$ cat config.mk
export PLATFORM = sky130hd
export DESIGN_NAME = pipeline_hazard_ctrl
export DESIGN_NICKNAME = d
export VERILOG_FILES = /design/src/rtl/pipeline_hazard_ctrl_pkg.sv /design/src/rtl/pipeline_hazard_ctrl_fwd_unit.sv /design/src/rtl/pipeline_hazard_ctrl.sv
export SDC_FILE = /design/constraint.sdc
export NUM_CORES = 1
export LEC_CHECK = 0
export CAP_MARGIN = 30
export CORE_ASPECT_RATIO = 0.6
export CORE_MARGIN = 4
export CORE_UTILIZATION = 43
export CTS_CLUSTER_SIZE = 40
export DETAILED_ROUTE_END_ITERATION = 7
export PLACE_DENSITY = 0.76
export SETUP_SLACK_MARGIN = 0.1
export SKIP_CTS_REPAIR_TIMING = 1
export SLEW_MARGIN = 20
export SYNTH_ARGS = -nofsm -noshare
export SYNTH_HDL_FRONTEND = slang
export SYNTH_HIERARCHICAL = 1
export SYNTH_SLANG_ARGS = --single-unit
$ cat constraint.sdc
create_clock -name clk -period 1.65 [get_ports clk]
set_input_delay 0.165 -clock clk [delete_from_list [all_inputs] [get_ports clk]]
set_output_delay 0.165 -clock clk [all_outputs]
set_load 0.02 [all_outputs]
$ cat src/rtl/pipeline_hazard_ctrl_pkg.sv
// Shared types and codes for the pipeline hazard controller.
package pipeline_hazard_ctrl_pkg;

    localparam int REG_AW = 4;

    typedef enum logic [1:0] {
        RUN      = 2'd0,
        MEM_WAIT = 2'd1,
        FLUSH    = 2'd2
    } state_t;

    // D-stage operand mux select codes
    localparam logic [1:0] FWD_RF = 2'b00;
    localparam logic [1:0] FWD_E  = 2'b01;
    localparam logic [1:0] FWD_W  = 2'b10;

endpackage

$ cat src/rtl/pipeline_hazard_ctrl_fwd_unit.sv
// Operand forward select for one D-stage source register; E result wins over W.
module fwd_unit
    import pipeline_hazard_ctrl_pkg::*;
#(
    parameter int AW = pipeline_hazard_ctrl_pkg::REG_AW
) (
    input  logic [AW-1:0] rs,
    input  logic          src_used,
    input  logic [AW-1:0] rd_e,
    input  logic          regwrite_e,
    input  logic          memread_e,
    input  logic [AW-1:0] rd_w,
    input  logic          regwrite_w,
    output logic [1:0]    sel
);

    // A load in E has no data yet, so it never forwards from E.
    always_comb begin
        sel = FWD_RF;
        if (src_used && regwrite_e && (rd_e != '0) && (rd_e == rs) && !memread_e)
            sel = FWD_E;
        else if (src_used && regwrite_w && (rd_w != '0) && (rd_w == rs))
            sel = FWD_W;
    end

endmodule

$ cat src/rtl/pipeline_hazard_ctrl.sv
// Stall/flush/forward sequencer for the F/D/E/W pipeline with perf counters.
module pipeline_hazard_ctrl
    import pipeline_hazard_ctrl_pkg::*;
#(
    parameter int REG_AW       = pipeline_hazard_ctrl_pkg::REG_AW,
    parameter int FLUSH_CYCLES = 2,
    parameter int MEM_TIMEOUT  = 15,
    parameter int CNT_W        = 16
) (
    input  logic              clk,
    input  logic              reset,
    input  logic [REG_AW-1:0] rs1D,
    input  logic [REG_AW-1:0] rs2D,
    input  logic              rs1_useD,
    input  logic              rs2_useD,
    input  logic [REG_AW-1:0] rdE,
    input  logic              regwriteE,
    input  logic              memreadE,
    input  logic [REG_AW-1:0] rdW,
    input  logic              regwriteW,
    input  logic              branch_takenE,
    input  logic              mem_reqE,
    input  logic              mem_ack,
    output logic              stallF,
    output logic              stallD,
    output logic              stallE,
    output logic              flushD,
    output logic              flushE,
    output logic [1:0]        fwdA,
    output logic [1:0]        fwdB,
    output logic              mem_err,
    output logic [CNT_W-1:0]  stall_cnt,
    output logic [CNT_W-1:0]  flush_cnt
);

    localparam int FC_W = (FLUSH_CYCLES > 1) ? $clog2(FLUSH_CYCLES + 1) : 1;
    localparam int TM_W = $clog2(MEM_TIMEOUT + 1);

    state_t          state, state_next;
    logic [FC_W-1:0] fc;
    logic [TM_W-1:0] timer;
    logic            load_use;
    logic            fc_load, fc_dec, timer_start, timer_inc, flush_inc;

    fwd_unit #(.AW(REG_AW)) u_fwd_a (
        .rs(rs1D), .src_used(rs1_useD), .rd_e(rdE), .regwrite_e(regwriteE),
        .memread_e(memreadE), .rd_w(rdW), .regwrite_w(regwriteW), .sel(fwdA)
    );

    fwd_unit #(.AW(REG_AW)) u_fwd_b (
        .rs(rs2D), .src_used(rs2_useD), .rd_e(rdE), .regwrite_e(regwriteE),
        .memread_e(memreadE), .rd_w(rdW), .regwrite_w(regwriteW), .sel(fwdB)
    );

    assign load_use = memreadE && regwriteE && (rdE != '0) &&
                      ((rs1_useD && (rdE == rs1D)) || (rs2_useD && (rdE == rs2D)));

    // State register
    always_ff @(posedge clk or negedge reset) begin
        if (!reset) state <= RUN;
        else        state <= state_next;
    end

    // Next state and stage enables; memory wait beats branch beats load-use
    always_comb begin
        state_next  = state;
        stallF      = 1'b0;
        stallD      = 1'b0;
        stallE      = 1'b0;
        flushD      = 1'b0;
        flushE      = 1'b0;
        fc_load     = 1'b0;
        fc_dec      = 1'b0;
        timer_start = 1'b0;
        timer_inc   = 1'b0;
        flush_inc   = 1'b0;
        case (state)
            RUN: begin
                if (mem_reqE && !mem_ack) begin
                    {stallF, stallD, stallE} = 3'b111;
                    timer_start = 1'b1;
                    state_next  = MEM_WAIT;
                end else if (branch_takenE) begin
                    flushD    = 1'b1;
                    flushE    = 1'b1;
                    flush_inc = 1'b1;
                    if (FLUSH_CYCLES > 1) begin
                        fc_load    = 1'b1;
                        state_next = FLUSH;
                    end
                end else if (load_use) begin
                    stallF = 1'b1;
                    stallD = 1'b1;
                    flushE = 1'b1;
                end
            end
            MEM_WAIT: begin
                if (mem_ack) begin
                    state_next = RUN;
                end else begin
                    {stallF, stallD, stallE} = 3'b111;
                    timer_inc = 1'b1;
                end
            end
            FLUSH: begin
                flushD = 1'b1;
                fc_dec = 1'b1;
                if (fc <= FC_W'(1)) state_next = RUN;
            end
            default: state_next = RUN;
        endcase
    end

    // Remaining flush cycles after the branch cycle itself
    always_ff @(posedge clk or negedge reset) begin
        if (!reset)       fc <= '0;
        else if (fc_load) fc <= FC_W'(FLUSH_CYCLES - 1);
        else if (fc_dec)  fc <= fc - 1'b1;
    end

    // Wait timer counts stalled cycles of the current access; saturates at the limit
    always_ff @(posedge clk or negedge reset) begin
        if (!reset)
            timer <= '0;
        else if (timer_start)
            timer <= TM_W'(1);
        else if (timer_inc && (timer < TM_W'(MEM_TIMEOUT)))
            timer <= timer + 1'b1;
    end

    // Sticky timeout flag, set on the edge where the stalled-cycle count reaches the limit
    always_ff @(posedge clk or negedge reset) begin
        if (!reset)
            mem_err <= 1'b0;
        else if ((timer_start && (MEM_TIMEOUT <= 1)) ||
                 (timer_inc && (timer >= TM_W'(MEM_TIMEOUT - 1))))
            mem_err <= 1'b1;
    end

    // Saturating performance counters
    always_ff @(posedge clk or negedge reset) begin
        if (!reset) begin
            stall_cnt <= '0;
            flush_cnt <= '0;
        end else begin
            if (stallF && (stall_cnt != '1))    stall_cnt <= stall_cnt + 1'b1;
            if (flush_inc && (flush_cnt != '1)) flush_cnt <= flush_cnt + 1'b1;
        end
    end

endmodule

**After elaboration in Yosys (flattened, before gate mapping)**

Cells that the tools add are included.

- Muxes and demuxes: 30
- Reduce and logical (&&, ||, !) cells: 33
- Add/subtract/negate cells: 4
- Order comparisons: 3
- Equal/unequal tests: 11

Operator list:

| operator | number |
|---|---|
| adder 16 x 1 -> 16 bit (second input constant) | 2 |
| inequality test 16 bit (second input constant) | 2 |
| logical AND 1 bit | 24 |
| 2-to-1 mux 2 bit | 10 |
| == test 4 bit | 4 |
| 2-to-1 mux 1 bit | 14 |
| 2-to-1 mux 4 bit | 2 |
| nonzero test 4 bit | 2 |
| one-hot mux 1 bit (2 select lines) | 3 |
| one-hot mux 2 bit (3 select lines) | 1 |
| adder 4 x 1 -> 4 bit (second input constant) | 1 |
| greater-or-equal comparator 4 bit (second input constant) | 1 |
| < comparator 4 bit (second input constant) | 1 |
| inequality test 2 bit (second input constant) | 2 |
| nonzero test 2 bit | 2 |
| inequality test 3 bit (second input constant) | 1 |
| AND reduction 3 bit | 1 |
| == test 2 x 1 -> 1 bit (second input constant) | 1 |
| == test 2 bit (second input constant) | 1 |
| less-or-equal comparator 2 x 1 -> 1 bit (second input constant) | 1 |
| zero test 1 bit | 2 |
| zero test 2 bit | 1 |
| subtractor 2 x 1 -> 2 bit (second input constant) | 1 |
| logical OR 1 bit | 1 |

- Word-level logic and storage cells: 87
- Output and inout port bits: 42
- Input port bits: 26
- Flip-flop bits (word level): 41

**Longest topological paths before layout**

- Depth in word-level cells: 9
- Gate-level depth with buffers: 7
- Depth with buffers taken out: 7

**Modules after synthesis**

The synthesis kept the hierarchy.

By module, submodules not included:

| module | cells each | times used | area each (um^2) | seq. area each (um^2) |
|---|---|---|---|---|
| pipeline_hazard_ctrl | 196 | 1 | 2128.3 | 1026.0 |
| fwd_unit | 19 | 2 | 131.4 | 0.0 |

**Worst setup path after synthesis**

OpenSTA, ideal clock, no wires.

- Path type: register -> register
- Start: register stall_cnt[0]
- End: register stall_cnt[12]
- Period minus slack after synthesis: 1.934 ns
- Arrival time: 1.810 ns
- Cell stages (with the launch flop): 8
- Path slack: -0.284 ns
- Buffers on the path: 1
- Required time: 1.525 ns
- Setup time: 0.125 ns
- Cells stage by stage: dfrtp_1 > ha_1 > and3_1 > nor3b_2 > nand3_1 > clkbuf_1 > nand2_1 > mux2_2

- Word-level cells in the longest chain between the ends: 2
- Elaborated cells on any way between the ends: 3
- Classes of those cells: add/sub: 1; eq/ne: 1; reduce/logical: 1

RTL lines:

| element | line | RTL |
|---|---|---|
| start, declared | pipeline_hazard_ctrl.sv:32 | `output logic [CNT_W-1:0] stall_cnt,` |
| start signal, assigned | pipeline_hazard_ctrl.sv:146 | `if (stallF && (stall_cnt != '1)) stall_cnt <= stall_cnt + 1'b1;` |
| parallel branches: the longest is 2 deep, another holds adder 16 x 1 -> 16 bit | n/a |  |

Parallel ways; which one is timed is not known.
A chain may end at the register's enable or synchronous reset.

**Worst setup path in the final report**

- Start: register state[1]
- End: output port flushE

- Word-level cells in the longest chain between the ends: 2

RTL lines:

| element | line | RTL |
|---|---|---|
| start, declared | pipeline_hazard_ctrl.sv:39 | `state_t state, state_next;` |
| start signal, assigned | pipeline_hazard_ctrl.sv:61 | `else state <= state_next;` |
| zero test 2 bit | pipeline_hazard_ctrl.sv:77 | `case (state)` |
| 2-to-1 mux 1 bit | pipeline_hazard_ctrl.sv:77 |  |
| end, declared | pipeline_hazard_ctrl.sv:28 | `output logic flushE,` |

No other way between the ends.

==> summary.md <==
| Metric | Value |
|---|---|
| Status | finished with violations |
| Violated checks | setup timing |
| DRT Pass-1 Iters | 4 |
| Placed cell areas | 3616 sq um |
| Total Nets Final | 412 |
| Total Routed Length | roughly 8 mm |
| Top post-synthesis cells by count | 41 x dfrtp_1, 38 x xnor2_1, 20 x nand2_1, 17 x nand3_1, 12 x xor2_1 |
| Final Max Tran Viols | 0 |
| FMAX | between 0.4 and 0.5 GHz |
| FF/Latch Area | about 1000 sq um |
| R2r setup slk | -0.33 ns |
| Top cells by area, synth | dfrtp_1 43%, xnor2_1 14%, xor2_1 4.4% |
| DR vias/cell | around 5.3 |
| CTS Root Cell | clkbuf_8 |
| WL met3 | between 400 and 500 um |
| Relative slew margins | about 64% |
| Placed Cells | around 420 |
| First-pass GRT wire length | 11.24 mm |
| Number of core rows | 20 |
| Die Span Y | about 66 um |
| Met2 wire length | 3.663 mm |
| Hold_ws | 0.4673 ns |
| Longest Clk Path Bufs | 2 |
| Synth unique cells | 46 |
| Hold Path Class | primary input to async pin |
| Area grow syn2layout | 76.30% |
| Multi-input gate area in the final layout | 1568 sq um |
| RD Place Congestion | approximately 0.94 |
| TritonCTS buffer count | 5 |
| Syn Inst Count | ~230 |
| Antenna violations before repair | 0 |
| Largest net degree at the start of global routing | 42 |
| Vias in the first global route | approximately 2300 |
| Share of cells above drive strength 1 | between 40% and 50% |
| Post-synth EDFFs | 0 |
| Post-synth top area cell | dfrtp_1 |
| Post-synth top area share | approximately 43% |
| Crit path required time | about 1.5 ns |
| Slowest-stage cell, CP | dfrtp_1 |
| Top sig layer | met4 |
| Leak | ~0.0023 uW |
| Filler cells | ~300 |
| Syn avg cell area | between 10 and 15 sq um |
| Synthesized area | around 2400 sq um |
| CTS tree | done |
| Grt ovf | 0 |
| Die Area | 6857 sq um |
| Non-filler cells, final | between 400 and 500 |
| Yosys synthesis warning count | 6 |
| Clock skew | between 0.006 and 0.007 ns |
| H-tree depth | 2 |
| Number of remaining DRC errors | 0 |
| Die Wd | ~100 um |
| Clk Latency, worst-skew pair | a little under 0.3 ns |
| CP arrival | 1.86 ns |
| Clk slew on worst S/H paths | about 0.080 ns |
| # Max-Cap Violations | 0 |
| CP Max Fanout | 3 |
| Register bit count reported by yosys | 41 |
| DRT antenna net count | 0 |
| Hold Vio Cnt, Final | 0 |
| Number of port buffers | 67 |
| Final worst path period share | 122.5% |
| Tightest Pin Transition | about 0.53 ns |
| Async S/R FF share, synth | 100.0% |
| RSZ-0062 raised after global routing | true |
| Final setup violation count | around 40 |
| Core area | between 5000 and 6000 sq um |
| Final Power | approximately 4000 uW |
| Initial drt markers | 105 |
| I/O pin cnt | between 60 and 70 |
| Maximum vdd drop | just over 0.0009 V |
| TritonCTS Sinks | between 40 and 50 |
| Startpoint types | register |
| Routed met1 length | between 3 and 4 mm |
| Tmin final | 2.022 ns |
| Inserted Diodes | 0 |
| Setup CP Type | register to primary output |
| Final instance area | 4215 sq um |
| Critical path cell sequence | and4bb_2 -> nand4_1 -> o22a_4 -> o21ai_0 -> buf_2 |
| Crit end category | primary output |
| Pwr Density | ~950 nW/um^2 |
| Post-DR wirelength/cell | 17.91 um |
| Vias | ~2400 |
| Gr usage total | about 21% |
| Initial Util | between 40% and 50% |
| Top-count cell post-synth | dfrtp_1 |
| Post-DP HPWL | between 5 and 6 mm |
| Sequential share of the synthesized area | ~43% |
| Fin worst setup slack | -0.3719 ns |
| Synth Flop Type | dfrtp_1 |
| Syn_nets | between 200 and 300 |
| Max incr delay on CP | around 0.40 ns |
## per-stage QoR
| stage | utilization (%) | TNS [ns] | setup WS (ns) |
|---|---|---|---|
| finish | 80.99 | -6.791 | -0.3719 |
| global route | 80.99 | -9.576 | -0.4011 |
| CTS | 72.04 | -12.93 | -0.8009 |
| detailed placement | 69.47 | -18.25 | -0.8131 |
| global placement | 69.47 | -16.31 | -0.7626 |
| floorplan | - | -1.588 | -0.1668 |
## registers in the layout, indices dropped and copies added (netlist names)
signal and flops:
stall_cnt 16, flush_cnt 16, timer 4, fc 2
state 2, mem_err 1
## where the power goes
group / switching (uW) / internal [uW] / leakage (uW) / total (uW)
sequential: 184 / 1190 / 0.000526 / 1370
combinational: 794 / 882 / 0.00171 / 1680
clock: 368 / 601 / 0.0000681 / 969
## cell type report
cell class	count	share of cell area, %
flip-flops and latches	41	24.67
multi-input cells	181	37.19
clock buffers	5	1.633
clock inverters	3	1.543
well taps	66	1.959
repair buffers	143	32.15
inverters	9	0.8608
## routing by layer
| metal | GRT usage (%) | vias up |
|---|---|---|
| met5 | 0 | - |
| met1 | 30.20 | 1186 |
| li1 | - | 1116 |
| met3 | 4.024 | 12 |
| met2 | 32.07 | 74 |
| met4 | 4.146 | 0 |
## layout by cell type, fill, tap and decap left out, types with 3 or more instances in the layout
cell type,Yosys,routed
buf_6,0,15
buf_2,0,4
dfrtp_2,0,11
and3_1,8,7
nor2_1,10,8
dfrtp_1,41,30
clkdlybuf4s50_1,0,21
and2_1,4,3
xor2_2,0,4
xor2_1,12,8
nor3_1,5,5
nand2_1,20,14
nand4_1,11,11
xnor2_1,38,36
nand3_2,0,7
clkbuf_8,0,5
inv_1,9,8
nand3_1,17,8
nand2b_1,3,3
nand2_2,0,4
ha_1,5,4
dlymetal6s2s_1,0,36
buf_4,2,66
## worst paths after layout
path	start	endpoint	cells after the start
max in group asynchronous	reset	stall_cnt[0]	3
min in group clk	mem_err	mem_err	1
setup / recovery	state[1]	flushE	5
setup reg to reg	state[1]	stall_cnt[1]	7
hold / removal	reset	flush_cnt[2]	3
hold reg to reg	mem_err	mem_err	1
## worst max-delay path: cells and delay by family (launching register included)
kind,cells,cell delay [ns]
simple gates,2,0.42
buf+inv,1,0.22
flops,1,0.40
compound gates,2,0.52
## logic make-up (layout without fill, tap and decap cells)
family / after synthesis / in the layout / synth area share (%)
simple gates: 96 / 96 / 23.02
xor+xnor: 50 / 50 / 18.32
flops: 41 / 41 / 42.91
compound gates: 25 / 25 / 8.478
buf+inv: 12 / 160 / 2.197
fa+ha+maj: 5 / 5 / 2.616
mux: 5 / 5 / 2.459
Power figures use the tool's default switching activity.
